**src/rtl/serial_mac_sequencer_if.sv**
```systemverilog
// Operand/result bundle for serial_mac_sequencer: valid/ready operand side, pulsed result side.
// The master drives operands; the slave (the sequencer) drives ready, status and results.
interface serial_mac_sequencer_if #(
    parameter int ACC_W = 20
);
    logic             in_valid;
    logic             in_ready;
    logic [7:0]       in_a;
    logic [7:0]       in_b;
    logic             in_clr;
    logic [ACC_W-1:0] acc_out;
    logic             out_valid;
    logic             ovf;
    logic             busy;

    modport master (
        output in_valid, in_a, in_b, in_clr,
        input  in_ready, acc_out, out_valid, ovf, busy
    );

    modport slave (
        input  in_valid, in_a, in_b, in_clr,
        output in_ready, acc_out, out_valid, ovf, busy
    );
endinterface

```
**src/rtl/serial_mac_sequencer.sv**
```systemverilog
// Bit-serial acc += A*B: one full-adder cell, 8 shift-add passes of ACC_W bit-cycles each.
// Latency 8*(ACC_W+1) edges to out_valid (MAC_SKIP_ZERO_EN: 8 + ACC_W*popcount(B)).
// Backpressure: in_ready only in IDLE; offers while busy are dropped, not queued.
module reversible_full_adder (
    input  logic a,
    input  logic b,
    input  logic cin,
    input  logic ctrl,
    output logic s,
    output logic cout
);
    // ctrl inverts the B leg (subtract mode); tied low it is a plain full adder.
    logic bx;
    assign bx   = b ^ ctrl;
    assign s    = a ^ bx ^ cin;
    assign cout = (a & bx) | (cin & (a ^ bx));
endmodule

module serial_mac_sequencer #(
    parameter int ACC_W = 20
) (
    input  logic                 clk,
    input  logic                 rst,
    serial_mac_sequencer_if.slave mac
);
    typedef enum logic [1:0] {IDLE, ADD, NEXT, DONE} state_t;

    state_t           state, state_nxt;
    logic [ACC_W-1:0] acc, a_sh, acc_out_r;
    logic [7:0]       b_sh;
    logic [2:0]       i;
    logic [4:0]       j;
    logic             carry, ovf_r, ovf_out_r;
    logic             fa_s, fa_cout;
    logic             last_bit;

    assign last_bit = (j == 5'(ACC_W - 1));

    reversible_full_adder u_fa (
        .a    (acc[0]),
        .b    (a_sh[0] & b_sh[0]),
        .cin  (carry),
        .ctrl (1'b0),
        .s    (fa_s),
        .cout (fa_cout)
    );

    always_ff @(posedge clk or posedge rst) begin
        if (rst) state <= IDLE;
        else     state <= state_nxt;
    end

    always_comb begin
        state_nxt = state;
        case (state)
            IDLE: begin
                if (mac.in_valid) begin
`ifdef MAC_SKIP_ZERO_EN
                    state_nxt = mac.in_b[0] ? ADD : NEXT;
`else
                    state_nxt = ADD;
`endif
                end
            end
            ADD:  if (last_bit) state_nxt = NEXT;
            NEXT: begin
                if (i == 3'd7) begin
                    state_nxt = DONE;
                end else begin
`ifdef MAC_SKIP_ZERO_EN
                    // b_sh has not shifted yet, so bit 1 is the next pass's multiplier bit
                    state_nxt = b_sh[1] ? ADD : NEXT;
`else
                    state_nxt = ADD;
`endif
                end
            end
            DONE:    state_nxt = IDLE;
            default: state_nxt = IDLE;
        endcase
    end

    always_ff @(posedge clk or posedge rst) begin
        if (rst) begin
            acc       <= '0;
            a_sh      <= '0;
            b_sh      <= '0;
            i         <= '0;
            j         <= '0;
            carry     <= 1'b0;
            ovf_r     <= 1'b0;
            acc_out_r <= '0;
            ovf_out_r <= 1'b0;
        end else begin
            case (state)
                IDLE: begin
                    if (mac.in_valid) begin
                        a_sh  <= {{(ACC_W-8){1'b0}}, mac.in_a};
                        b_sh  <= mac.in_b;
                        i     <= '0;
                        j     <= '0;
                        carry <= 1'b0;
                        if (mac.in_clr) begin
                            acc   <= '0;
                            ovf_r <= 1'b0;
                        end
                    end
                end
                ADD: begin
                    // acc and a_sh rotate together; after ACC_W cycles both are realigned
                    acc  <= {fa_s, acc[ACC_W-1:1]};
                    a_sh <= {a_sh[0], a_sh[ACC_W-1:1]};
                    if (last_bit) begin
                        ovf_r <= ovf_r | fa_cout;
                        carry <= 1'b0;
                        j     <= '0;
                    end else begin
                        carry <= fa_cout;
                        j     <= j + 5'd1;
                    end
                end
                NEXT: begin
                    a_sh <= a_sh << 1;
                    b_sh <= b_sh >> 1;
                    i    <= i + 3'd1;
                    // publish on the edge entering DONE so results coincide with out_valid
                    if (i == 3'd7) begin
                        acc_out_r <= acc;
                        ovf_out_r <= ovf_r;
                    end
                end
                default: ;
            endcase
        end
    end

    assign mac.in_ready  = (state == IDLE);
    assign mac.busy      = (state != IDLE);
    assign mac.out_valid = (state == DONE);
    assign mac.acc_out   = acc_out_r;
    assign mac.ovf       = ovf_out_r;
endmodule

```
**src/flat_wrapper.sv**
```systemverilog
// flat-port wrapper written by rule: the top's interface ports become plain ports
module serial_mac_sequencer_flat 
#(
    parameter int ACC_W = 20
)
  (clk, rst, mac_in_valid, mac_in_a, mac_in_b, mac_in_clr, mac_in_ready, mac_acc_out, mac_out_valid, mac_ovf, mac_busy);
  serial_mac_sequencer_if #(.ACC_W(ACC_W)) mac_i ();
  input  logic clk;
  input  logic rst;
  input wire logic [$bits(mac_i.in_valid)-1:0] mac_in_valid;
  input wire logic [$bits(mac_i.in_a)-1:0] mac_in_a;
  input wire logic [$bits(mac_i.in_b)-1:0] mac_in_b;
  input wire logic [$bits(mac_i.in_clr)-1:0] mac_in_clr;
  output wire logic [$bits(mac_i.in_ready)-1:0] mac_in_ready;
  output wire logic [$bits(mac_i.acc_out)-1:0] mac_acc_out;
  output wire logic [$bits(mac_i.out_valid)-1:0] mac_out_valid;
  output wire logic [$bits(mac_i.ovf)-1:0] mac_ovf;
  output wire logic [$bits(mac_i.busy)-1:0] mac_busy;
  assign mac_i.in_valid = mac_in_valid;
  assign mac_i.in_a = mac_in_a;
  assign mac_i.in_b = mac_in_b;
  assign mac_i.in_clr = mac_in_clr;
  assign mac_in_ready = mac_i.in_ready;
  assign mac_acc_out = mac_i.acc_out;
  assign mac_out_valid = mac_i.out_valid;
  assign mac_ovf = mac_i.ovf;
  assign mac_busy = mac_i.busy;
  serial_mac_sequencer #(.ACC_W(ACC_W)) u_core (.clk(clk), .rst(rst), .mac(mac_i));
endmodule
```
**config.mk**
```make
export PLATFORM = sky130hd
export DESIGN_NAME = serial_mac_sequencer_flat
export DESIGN_NICKNAME = d
export VERILOG_FILES = /design/src/rtl/serial_mac_sequencer_if.sv /design/src/rtl/serial_mac_sequencer.sv /design/src/flat_wrapper.sv
export SDC_FILE = /design/constraint.sdc
export NUM_CORES = 1
export LEC_CHECK = 0
export CAP_MARGIN = 0
export CORE_UTILIZATION = 44
export DETAILED_ROUTE_END_ITERATION = 6
export HOLD_SLACK_MARGIN = 0.1
export MAX_ROUTING_LAYER = met4
export PLACE_DENSITY = 0.65
export SYNTH_ARGS = -nofsm -noshare
export SYNTH_HDL_FRONTEND = slang
export SYNTH_SLANG_ARGS = --single-unit
```
**constraint.sdc**
```tcl
create_clock -name clk -period 3.06 [get_ports clk]
set_clock_uncertainty 0.05 [all_clocks]
set_input_delay 0.612 -clock clk [delete_from_list [all_inputs] [get_ports clk]]
set_output_delay 0.612 -clock clk [all_outputs]
set_load 0.005 [all_outputs]
```
* Yosys cells after proc, flatten, opt, wreduce, memory -nomap -nowiden
Index checks and enable logic that the tools add are counted.
** Word-level totals
- Output and inout port bits :: 24
- Input port bits :: 20
- Word-level logic and storage cells :: 62
- Register bits after elaboration :: 81
** Cells by class
- Bitwise gates (word level) :: 7
- Reduce and logical (&&, ||, !) cells :: 12
- Multiplexer cells :: 23
- Eq/ne operators :: 8
- Add/subtract/negate cells :: 2
** Operators by type and width (number)
- 2-to-1 mux 20 bit :: 3
- one-hot mux 20 bit (3 select lines) :: 1
- one-hot mux 20 bit (2 select lines) :: 1
- one-hot mux 8 bit (2 select lines) :: 1
- 2-to-1 mux 5 bit :: 2
- one-hot mux 5 bit (2 select lines) :: 1
- AND reduction 2 bit :: 5
- 2-to-1 mux 8 bit :: 1
- one-hot mux 2 bit (4 select lines) :: 1
- 2-to-1 mux 2 bit :: 3
- one-hot mux 3 bit (2 select lines) :: 1
- nonzero test 2 bit :: 3
- adder 5 x 1 -> 5 bit, second input constant :: 1
- == test 5 bit, second input constant :: 1
- 2-to-1 mux 1 bit :: 5
- == test 2 bit, second input constant :: 2
- inequality test 2 bit, second input constant :: 2
- one-hot mux 1 bit (2 select lines) :: 2
- AND reduction 4 bit :: 1
- adder 3 x 1 -> 3 bit, second input constant :: 1
- bitwise AND 1 bit :: 3
- == test 3 bit, second input constant :: 1
- 2-to-1 mux 3 bit :: 1
- AND reduction 3 bit :: 1
- 6 further kinds :: 8

* Depth between registers and ports, before layout
- Word-level depth :: 7
- Mapped depth :: 8

* By module
From an unflattened synthesis, not the netlist that was laid out.
** Second synthesis, totals
- Cell total of the unflattened synthesis :: 342
- Area, all modules :: 3779.9 um^2
** Modules (own cells, without submodules)
- serial_mac_sequencer :: times used 1, sequential area each 2026.9 um^2, cells an instance 336, area each 3736.1 um^2
- reversible_full_adder :: times used 1, sequential area each 0.0 um^2, cells an instance 6, area each 43.8 um^2

* Least setup slack after synthesis
Ideal clock, no wire load.
- Path kind :: flip-flop to flip-flop
- Start point :: reg u_core.state[0]
- End point :: reg u_core.state[1]
- Period minus slack after synthesis :: 1749 ps
- Arrival time :: 1573 ps
- Buffers on the path :: 3
- Stages on the path, launching flop included :: 8
- Data required time :: 2884 ps
- Setup slack :: 1311 ps
- Cell sequence :: dfrtp_1 -> inv_1 -> ha_1 -> buf_4 -> nor2b_1 -> buf_2 -> buf_6 -> o32a_1
** Between the ends
- Longest elaborated chain between the ends :: 3
- Elaborated cells on any way between the ends :: 8
** Ends and longest elaborated chain
- start: declaration :: RTL line serial_mac_sequencer.sv:28 : state_t state, state_nxt;
- start signal: assignment :: RTL line serial_mac_sequencer.sv:50 : else state <= state_nxt;
- zero test 2 bit (*)
- via mac_in_ready :: RTL line flat_wrapper.sv:14 : output wire logic [$bits(mac_i.in_ready)-1:0] mac_in_ready;
- inequality test 2 bit (no line)
- AND reduction 2 bit (no line)
The timed path passes the listed nets; every way through them passes the cells marked *.
A chain may end at the register's enable or synchronous reset.

* Final worst setup path
- Start point :: reg u_core.state[0]
- End point :: out mac_busy
** Between the ends
- Longest elaborated chain between the ends :: 1
** Ends and longest elaborated chain
- nonzero test 2 bit :: RTL line serial_mac_sequencer.sv:138 : assign mac.busy = (state != IDLE);
- end: declaration :: RTL line flat_wrapper.sv:18 : output wire logic [$bits(mac_i.busy)-1:0] mac_busy;
Every way passes these cells.

==> results.yml <==
run_status:
  outcome: "complete, no violations"
cts:
  clk_path_buf_depth: 2
  cts_resized: 0
  cts_sinks: 81
  clkTransAtPathRegs_ps: 80
  h-tree-depth: 3
  postCtsSetupBuffers: 0
  numCtsBuffers: 9
  holdBufCountCts: 0
  clock_latency_ps: 350
  cts_root_buffer: "clkbuf_8"
  cts_tree: "done"
yosys:
  yosysUniqueCellTypes: 39
  synth_top_area_share_pct: 54.2
  syn_area_per_cell_um2: 10.8
  yosysWarnings: 0
  synth_cells: 348
  ys_ff_latch: 81
  yosysTopAreaCell: "dfrtp_1"
  ys_async_sr_fraction_pct: 100
  synth_edf_count: 0
  synth_ff_type: "dfrtp_1"
  ys_seq_area_share_pct: 54.2
  synth_nets: 376
  syn_area_mm2: 0.00374
  yosys-top-cells-area: "dfrtp_1 (54%), mux2i_1 (5.3%), nand2_1 (4.8%), a22oi_1 (4.0%), o21ai_0 (3.2%)"
finish:
  fin_nets: 413
  final_common_cell: "dfrtp_1"
  final_util_pct: 54.2
  areaGrowthSynthToFinish_pct: 19.0
  fin_cells: 495
  diodes: 0
  drive_gt1_share_pct: 9.74
  num-fill-cells: 752
  final_cell_mix: "dfrtp_1 (81), nand2_1 (48), clkdlybuf4s50_1 (43)"
grt:
  antenna_found_initial: 0
  grt_first_pass_wirelength_um: 12500
  grt_overflow: 0
  grt_pass1_vias: 2574
  grt_max_degree: 70
  grtUsageTotal_pct: 18.6
floorplanning:
  io_pins: 44
  num_rows: 33
  core_mm2: 0.00822
  die_h_um: 94.2
  initial_core_util_pct: 45.5
  die-area_mm2: 0.00888
  die_w_um: 94.2
detailed_routing:
  wl_um: 7140
  ant_nets: 0
  drc: 0
  vias: 2691
  drt_iter0_markers: 115
  firstDrtPassIters: 5
  wl_per_cell_um: 14.4
  vias_per_cell: 5.44
placed_design:
  numPortBuffers: 43
  pre_cts_ws_ps: 592
  hpwl_um: 4650
  dp.cells: 479
  gp_congestion: 0.760
critical_path:
  crit_arrival_ps: 2010
  path_class: "register to primary output"
  startpoint: "u_core.state[0]"
  ff2ff_setup_slack_ps: 760
  endpoint: "mac_busy"
  endpoint_kind: "primary output"
  startpoint_type: "register"
  rr_endpoint: "u_core.a_sh[15]"
  r2r-start: "u_core.state[0]"
  reg2reg_depth: 6
  critical_path.max_fanout: 11
  worstPathRequired_ps: 2400
sta:
  worst_pin_slew_ps: 813
  finalCritPeriodShare_pct: 87.5
  rsz0062_at_grt: "false"
  relSlewSlack_pct: 45.8
  fin_crit_ps: 2680
  tns_ps: 0
  holdWs_ps: 433
  maxSlewViolCount: 0
  setup_viol: 0
  fmax_ghz: 0.374
  hold_viol: 0
  layout_setup_ws_ps: 384
min_path:
  hold_path.class: "register to register"
power:
  leakage_nw: 1.87
  ir_drop_uv: 1040
  power_density_mw_per_mm2: 820
job:
  drv_cap: 0
-- report_power, final --
group	total (mW)	internal, mW	switching, mW	leakage (nW)
Sequential	1.43	1.27	0.154	1.08
Combinational	1.43	0.606	0.826	0.696
Clock	0.792	0.383	0.409	0.0962
Total	3.65	2.26	1.39	1.87
-- cell usage after synthesis (2+ instances only) --
cell type / n
o32a_1: 2
mux2i_1: 20
nor3_1: 12
and2_1: 2
nand2_1: 48
buf_2: 11
buf_4: 3
nor2_1: 8
a22oi_1: 20
mux2_2: 2
o221a_2: 7
clkbuf_1: 9
inv_1: 26
ha_1: 7
o21ai_0: 24
a21oi_1: 12
dfrtp_1: 81
a22o_1: 12
mux2_1: 8
o31ai_1: 2
nor2b_1: 2
a32o_1: 3
nand3_1: 4
nand2b_1: 8
-- routing by layer --
metal	routed length, µm	track usage [%]	up-vias
met5	0	-	-
met4	29	4.36	0
met3	309	5.50	2
met2	3360	28.1	64
met1	3430	24.8	1324
li1	-	-	1301
-- cell type report --
cell class	count	area (µm²)	share of cell area [%]
clock buffer	9	124	2.78
clock inverter	7	76.3	1.71
inverter	26	98.8	2.22
multi-input combinational	217	1500	33.7
sequential	81	2030	45.5
tap	105	131	2.95
timing repair buffer	50	495	11.1
-- flip-flops by register name, indices dropped and copies added (netlist names) --
register and count:
u_core.a_sh 20, u_core.ovf_r 1, u_core.mac.acc_out 20, u_core.b_sh 8, u_core.acc 20, u_core.carry 1
u_core.j 5, u_core.i 3, u_core.mac.ovf 1, u_core.state 2
-- worst max-delay path, cell delays in order (launching register included) --
cell,delay [ps]
dfrtp_1,420
inv_1,110
ha_1,490
inv_1,170
clkdlybuf4s50_1,480
-- worst min-delay path by stage --
stage / end / from / slack (ps) / cells after the start
6_report: u_core.mac.acc_out[11] / u_core.mac.acc_out[11] / 430 / 2
3_5_place_dp: u_core.mac.acc_out[11] / u_core.mac.acc_out[11] / 420 / 2
5_1_grt: u_core.i[1] / rst / 450 / 2
3_3_place_gp: u_core.mac.acc_out[7] / u_core.mac.acc_out[7] / 410 / 2
4_1_cts: u_core.mac.acc_out[11] / u_core.mac.acc_out[11] / 440 / 2
2_1_floorplan: u_core.carry / u_core.carry / 400 / 2
-- kinds of logic (layout without fill, tap and decap cells) --
family                   count (synthesis)  after routing  share of synthesized area (%)
multiplexers                            31             31                           8.73
AND/OR/NAND/NOR                         90             90                           11.5
AO/OA/AOI/OAI                           88             88                           16.9
buffers and inverters                   50             92                           5.88
flip-flops                              81             81                           54.2
adder cells (fa/ha/maj)                  8              8                           2.88
-- per-stage QoR --
stage / area (µm²) / total power, mW
final: 4450 / 3.65
after global routing: 4450 / 3.91
after CTS: 4450 / 3.68
after detailed placement: 4250 / 2.88
after global placement: 4250 / 2.86
after floorplan: 3740 / 2.56
Power figures use the tool's default switching activity.
